`src/rtl/pri_enc8to3_q_pkg.sv`:
```
// Shared definitions for the queued 8-to-3 priority encoder.
//   N        : code width
//   REQ_W    : request vector width (2**N)
//   LAST_RST : reset value of the round-robin pointer. The search starts at LAST+1,
//              so this value makes the first search start at index 0.
package pri_enc8to3_q_pkg;
  localparam int unsigned N     = 3;
  localparam int unsigned REQ_W = 2 ** N;

  typedef logic [N-1:0]     code_t;
  typedef logic [REQ_W-1:0] req_vec_t;

  localparam code_t LAST_RST = 3'b111;

  // One-hot mask for a code, used to clear the bit being issued from pending.
  function automatic req_vec_t onehot(input code_t c);
    req_vec_t v;
    v    = '0;
    v[c] = 1'b1;
    return v;
  endfunction
endpackage

```
`src/rtl/pri_enc8to3_q_pick.sv`:
```
// pri_pick8: combinational request picker.
//   cand : candidate requests, bit i is request index i
//   last : index issued most recently (round-robin pointer)
//   sel  : chosen index
//   any  : at least one candidate is set
// RR=0 picks the lowest set index. RR=1 rotates cand so that index last+1 lands
// at position 0, picks the lowest set bit there, then un-rotates the result.
module pri_pick8
  import pri_enc8to3_q_pkg::*;
#(
  parameter bit RR = 1'b0
) (
  input  logic [REQ_W-1:0] cand,
  input  logic [N-1:0]     last,
  output logic [N-1:0]     sel,
  output logic             any
);

  code_t    start;
  code_t    offset;
  req_vec_t rot;

  always_comb begin
    // NOTE: every variable assigned in always_comb gets a default first so no path
    // leaves it unassigned, which would infer a latch.
    start  = '0;
    offset = '0;
    rot    = '0;
    sel    = '0;
    any    = |cand;

    // The code width wraps naturally, so 7+1 becomes 0.
    if (RR) start = last + code_t'(1);

    for (int i = 0; i < REQ_W; i++) begin
      rot[i] = cand[code_t'(i) + start];
    end

    // Scan downward so the lowest set position is the one that sticks.
    for (int i = REQ_W - 1; i >= 0; i--) begin
      if (rot[i]) offset = code_t'(i);
    end

    sel = offset + start;
  end

endmodule

```
`src/rtl/pri_enc8to3_q.sv`:
```
// pri_enc8to3_q: queued 8-to-3 priority encoder with a Valid/Ack handshake.
// Request lines are OR-ed into a pending vector every edge. One index at a time
// is issued on code, held until acknowledged.
//   clock : rising-edge clock
//   reset : synchronous, active-high; clears all state and drops req/ack that cycle
//   en    : 1 allows a new issue; requests are captured regardless
//   req   : request lines, bit i maps to code i
//   ack   : consumer accepts code; ignored while valid=0
//   valid : code holds an issued, unacknowledged index
//   code  : index being serviced
//   pend  : captured requests not yet issued
//   busy  : |pend | valid
module pri_enc8to3_q
  import pri_enc8to3_q_pkg::*;
#(
  parameter bit RR = 1'b0
) (
  input  logic             clock,
  input  logic             reset,
  input  logic             en,
  input  logic [REQ_W-1:0] req,
  input  logic             ack,
  output logic             valid,
  output logic [N-1:0]     code,
  output logic [REQ_W-1:0] pend,
  output logic             busy
);

  req_vec_t cand;
  code_t    last;
  code_t    sel;
  logic     any;
  logic     free;
  logic     issue;

  assign cand  = pend | req;
  // The output slot is free when empty or being acknowledged this edge, which
  // lets a new code follow an ack with no bubble.
  assign free  = !valid || ack;
  assign issue = en && free && any;
  assign busy  = (|pend) || valid;

  pri_pick8 #(
    .RR(RR)
  ) u_pick (
    .cand(cand),
    .last(last),
    .sel (sel),
    .any (any)
  );

  always_ff @(posedge clock) begin
    // NOTE: sequential state uses non-blocking assignments so every register
    // samples pre-edge values, independent of statement order.
    if (reset) begin
      valid <= 1'b0;
      code  <= '0;
      pend  <= '0;
      last  <= LAST_RST;
    end else if (issue) begin
      valid <= 1'b1;
      code  <= sel;
      pend  <= cand & ~onehot(sel);
      last  <= sel;
    end else begin
      // A held req on the bit now on code is re-pended here, so it is serviced again.
      if (valid && ack) valid <= 1'b0;
      pend <= cand;
    end
  end

endmodule

```
`config.mk`:
```
export PLATFORM = sky130hd
export DESIGN_NAME = pri_enc8to3_q
export DESIGN_NICKNAME = d
export VERILOG_FILES = /design/src/rtl/pri_enc8to3_q_pkg.sv /design/src/rtl/pri_enc8to3_q_pick.sv /design/src/rtl/pri_enc8to3_q.sv
export SDC_FILE = /design/constraint.sdc
export NUM_CORES = 1
export LEC_CHECK = 0
export ABC_CLOCK_PERIOD_IN_PS = 1400
export BUFFER_PORTS_ARGS = -buffer_cell sky130_fd_sc_hd__buf_2
export CAP_MARGIN = 20
export CORE_MARGIN = 1
export CORE_UTILIZATION = 25
export CTS_BUF_LIST = sky130_fd_sc_hd__clkbuf_4 sky130_fd_sc_hd__clkbuf_8
export DETAILED_ROUTE_END_ITERATION = 16
export PLACE_DENSITY = 0.57
export SYNTH_ARGS = -nofsm -noshare
export SYNTH_HDL_FRONTEND = slang
export SYNTH_SLANG_ARGS = --single-unit
```
`constraint.sdc`:
```
create_clock -name clock -period 1.4 [get_ports clock]
set_clock_uncertainty 0.1 [all_clocks]
set_input_delay 0.28 -clock clock [delete_from_list [all_inputs] [get_ports clock]]
set_output_delay 0.28 -clock clock [all_outputs]
set_load 0.1 [all_outputs]
```
* Word level (Yosys, flattened, before mapping) *
Index checks and enable logic that the tools add are counted.

word-level totals
  register bits after elaboration = 12
  output and inout bits = 13
  input port bits = 12
  logic and storage cells = 31

cells by class
  bitwise gates (word level) = 3
  magnitude comparators = 2
  reductions and logical operators = 10
  mux-type cells = 13

operators by type and width
  kind                count
  $mux 3              8
  $reduce_or 8->1     2
  $and 8x8->8         1
  $mux 8              1
  $not 8->8           1
  $or 8x8->8          1
  $logic_and 1x1->1   4
  $lt 3x4->1 const B  1
  $demux 1 s3         1
  $ge 3x1->1 const B  1
  $mux 1              3
  $logic_or 1x1->1    2
  $reduce_bool 2->1   1
  $logic_not 1->1     1

* Depth between registers and ports, before layout *
  depth in word-level cells = 16
  gate-level depth with buffers = 5
  depth with buffers taken out = 4

* Modules after synthesis *
A second synthesis with hierarchy kept.

second synthesis, totals
  cells, all modules = 82
  area total of the unflattened synthesis = 714.4 um^2

by module, submodules not included
  module         sequential area each (um^2)  area an instance (um^2)  cells an instance  times used
  pri_enc8to3_q  300.3                        633.1                    69                 1
  pri_pick8      0.0                          81.3                     13                 1

* Worst setup path after synthesis *
OpenSTA, ideal clock, no wires.

  kind = register to output
  start = register pend[4]
  end = output port busy
  path buffers = 0
  stages on the path, launching flop included = 3
  required time = 1,020 ps
  arrival = 1,941 ps
  path slack = -921 ps
  cells stage by stage = dfxtp_1 > nor4_1 > nand3_1

between the ends
  longest elaborated chain between the ends = 2

RTL lines
  item                    line                 text
  from (decl)             pri_enc8to3_q.sv:25  output logic [REQ_W-1:0] pend,
  from (signal assigned)  pri_enc8to3_q.sv:63  pend <= cand & ~onehot(sel);
  from (signal assigned)  pri_enc8to3_q.sv:68  pend <= cand;
  $reduce_or 8->1         pri_enc8to3_q.sv:41  assign busy = (|pend) || valid;
  $logic_or 1x1->1        pri_enc8to3_q.sv:41
  to (decl)               pri_enc8to3_q.sv:26  output logic busy

Every way passes these cells.

* Final worst setup path *
  start = register pend[7]
  end = output port busy

Same word-level chain as after synthesis.

==> summary.txt <==
commonest non-fill, non-tap cell in the layout: buf_4
Final Hold Slack: 0.157 ns
Antenna Cells: 0
core area: 2190 um2
Worst Slack Setup Final: -0.228 ns
Top Metal Used: met4
GPL Wtd Cong: 0.775
R2R depth: 6
slew margin rel.: 72.6%
port bufs: 24
Core Rows: 17
Crit. End Element: primary output
DRT Pass-1 Iters: 4
Slew Limit Fails: 0
# IOs: 25
Worst-path clk slew: 0.08 ns
Netlist Area Pre-Place: 576 um2
number of remaining DRC errors: 0
fin crit share: 116%
Final nets: 119
CP startpoint: pend[7]$_SDFF_PP0_
CP top delay family: simple AND/OR/NAND/NOR gates
WL/cell: 13.4 um
register area: 274 um2
die height: 50.0 um
H-tree depth: 1
Synthesis Warnings: 0
crit-path max cell delay: 0.36 ns
critical path, cell by cell: nor4_4 -> nand3_4 -> buf_12
die area: 2500 um2
Root Buffer: clkbuf_4
ratio of cells with drive above 1 in the final layout: 74.5%
fill cell count: 180
maxcap violations: 0
WL met2: 951 um
hold bufs inserted after CTS: 0
Required @ worst endpoint: 1.02 ns
ANT nets after route: 0
cell taking the most area after synthesis: dfxtp_1
final setup fails: 10
worst path arrival time: 1.25 ns
WL met1: 762 um
violated checks: negative setup slack
Critical Path Start Type: flop
Crit Reg-Reg Startpoint: pend[7]$_SDFF_PP0_
#FFs+latches synth: 12
status: complete, but fails checks
Peak Freq: 0.614 GHz
most frequent cells in the layout: 18 x buf_4, 13 x buf_12, 11 x buf_2, 9 x dfxtp_4, 7 x nor2_1
min Tclk post-route: 1.63 ns
largest net degree at the start of global routing: 13
DRT iter0 DRCs: 10
first-pass GRT wire length: 2800 um
Worst Path Class, Setup: flop to primary output
final WL: 1790 um
Bufs and invs on worst path: 1
synthesized area per cell: 9.44 um2
final setup TNS: -1.08 ns
Crit path depth: 3
CTS tree: built
total number of vias: 673
Worst-Skew Late Latency: 0.27 ns
Cell variety after synth: 22
Area growth syn-to-layout: 121%
Worst setup endpoint: busy
Post-Syn Nets: 73
Least-Margin Pin Slew: 0.410 ns
top cell type's share of synthesized area: 41.7%
peak supply drop: 0.475 mV
clock buffer depth: 2
Min-Delay Path Class: input port to flop
RSZ-0062 raised after global routing: yes
met3 wire length: 65 um
final total power: 0.00115 W
Total GRT Usage: 14.6%
die width: 50.0 um
Lkg Pwr: 0.485 nW
Synth Instances: 61
detailed placement HPWL: 1350 um
antenna violations before repair: 0
sequential-to-total area share from yosys stat: 41.7%
vias in the first global route: 652
clk sinks: 12
Multi-input gate area: 477 um2
GRT overflow: 0
Starting Density: 26.3%
Crit Reg-Reg Endpoint: pend[7]$_SDFF_PP0_
Max FO, Critical Path: 2
pwr/cell area: 901 nW/um2
Inserted Clock Buffers: 3
post-DR vias/cell: 5.02
Reg2Reg Setup Slack: -0.16 ns
Final Hold Viols: 0
Synth area leaders: dfxtp_1 42%, a211oi_1 9.1%, nor4_4 7.4%
Slowest-stage cell, CP: dfxtp_4
-- worst min path at each step --
stage | start | endpoint | slack [ns] | depth (start not counted)
floorplan | reset | pend[4]$_SDFF_PP0_ | 0.25 | 1
global placement | valid$_SDFFE_PP0P_ | valid$_SDFFE_PP0P_ | 0.42 | 2
detailed placement | en | valid$_SDFFE_PP0P_ | 0.43 | 3
CTS | en | valid$_SDFFE_PP0P_ | 0.14 | 3
global route | en | valid$_SDFFE_PP0P_ | 0.16 | 3
finish | en | valid$_SDFFE_PP0P_ | 0.16 | 3
-- state kept, by name, summed over array words and instances, names as in the netlist --
name	cells
code	3
pend	8
valid	1
-- cells by family (layout without fill, tap and decap cells) --
group | after synthesis | in the layout | synth area share [%]
compound gates | 19 | 19 | 23.9
flops | 12 | 12 | 41.7
buf+inv | 2 | 47 | 1.52
simple gates | 28 | 28 | 32.8
-- per-layer routing --
layer	vias up	global-route usage, %
met5	-	0
met4	0	7.14
met3	2	2.16
met2	20	24.2
met1	317	18.1
li1	334	-
-- synthesized netlist by cell type --
| cell type | number |
|---|---|
| dfxtp_1 | 12 |
| nor2_1 | 9 |
| a211oi_1 | 7 |
| nand2_1 | 5 |
| a21oi_1 | 4 |
| a311oi_1 | 3 |
| nor3_1 | 2 |
| nor4_1 | 2 |
| nor4_2 | 2 |
| nor4_4 | 2 |
| o31ai_1 | 2 |
| a32o_1 | 1 |
| a32oi_1 | 1 |
| and2_1 | 1 |
| and3_2 | 1 |
| and4_1 | 1 |
| buf_2 | 1 |
| clkbuf_1 | 1 |
| nand2b_1 | 1 |
| nand3_1 | 1 |
| nand4_2 | 1 |
| o21ai_1 | 1 |
-- stage by stage --
step / util [%] / cells / cell area, um2 / setup slack, ns
final: 58.1 / 134 / 1270 / -0.228
after floorplan: - / 61 / 678 / -0.0854
after global routing: 58.1 / 134 / 1270 / -0.249
after CTS: 54.7 / 132 / 1200 / -0.242
after detailed placement: 51.0 / 126 / 1120 / -0.0859
after global placement: 51.0 / 126 / 1120 / -0.0832
-- layout make-up --
class | instances | area share [%]
clock buffers | 3 | 1.77
clock inverters | 1 | 0.295
repair buffers | 43 | 36.2
flip-flops and latches | 12 | 21.5
well taps | 28 | 2.75
multi-input cells | 47 | 37.4
-- report_power, final --
group | total (W) | internal [W] | switching [W]
clock network | 0.000220 | 0.000103 | 0.000117
logic | 0.000521 | 0.000206 | 0.000315
registers | 0.000407 | 0.000363 | 0.0000432
-- worst reg2reg max path, delay by kind of cell (launching register included) --
family	cells	cell delay (ns)
AOI/OAI and AO/OA	3	0.62
buffers and inverters	2	0.25
DFF	1	0.36
and+or+nand+nor	1	0.13
-- timing repair --
item | in CTS | in global routing
hold endpoints to repair | 0 | 0
endpoints found under the setup margin | 5 | 9
pin swaps | 8 | 8
buffers inserted | 2 | 2
gates resized for setup | 8 | 11
Power figures use the tool's default switching activity.
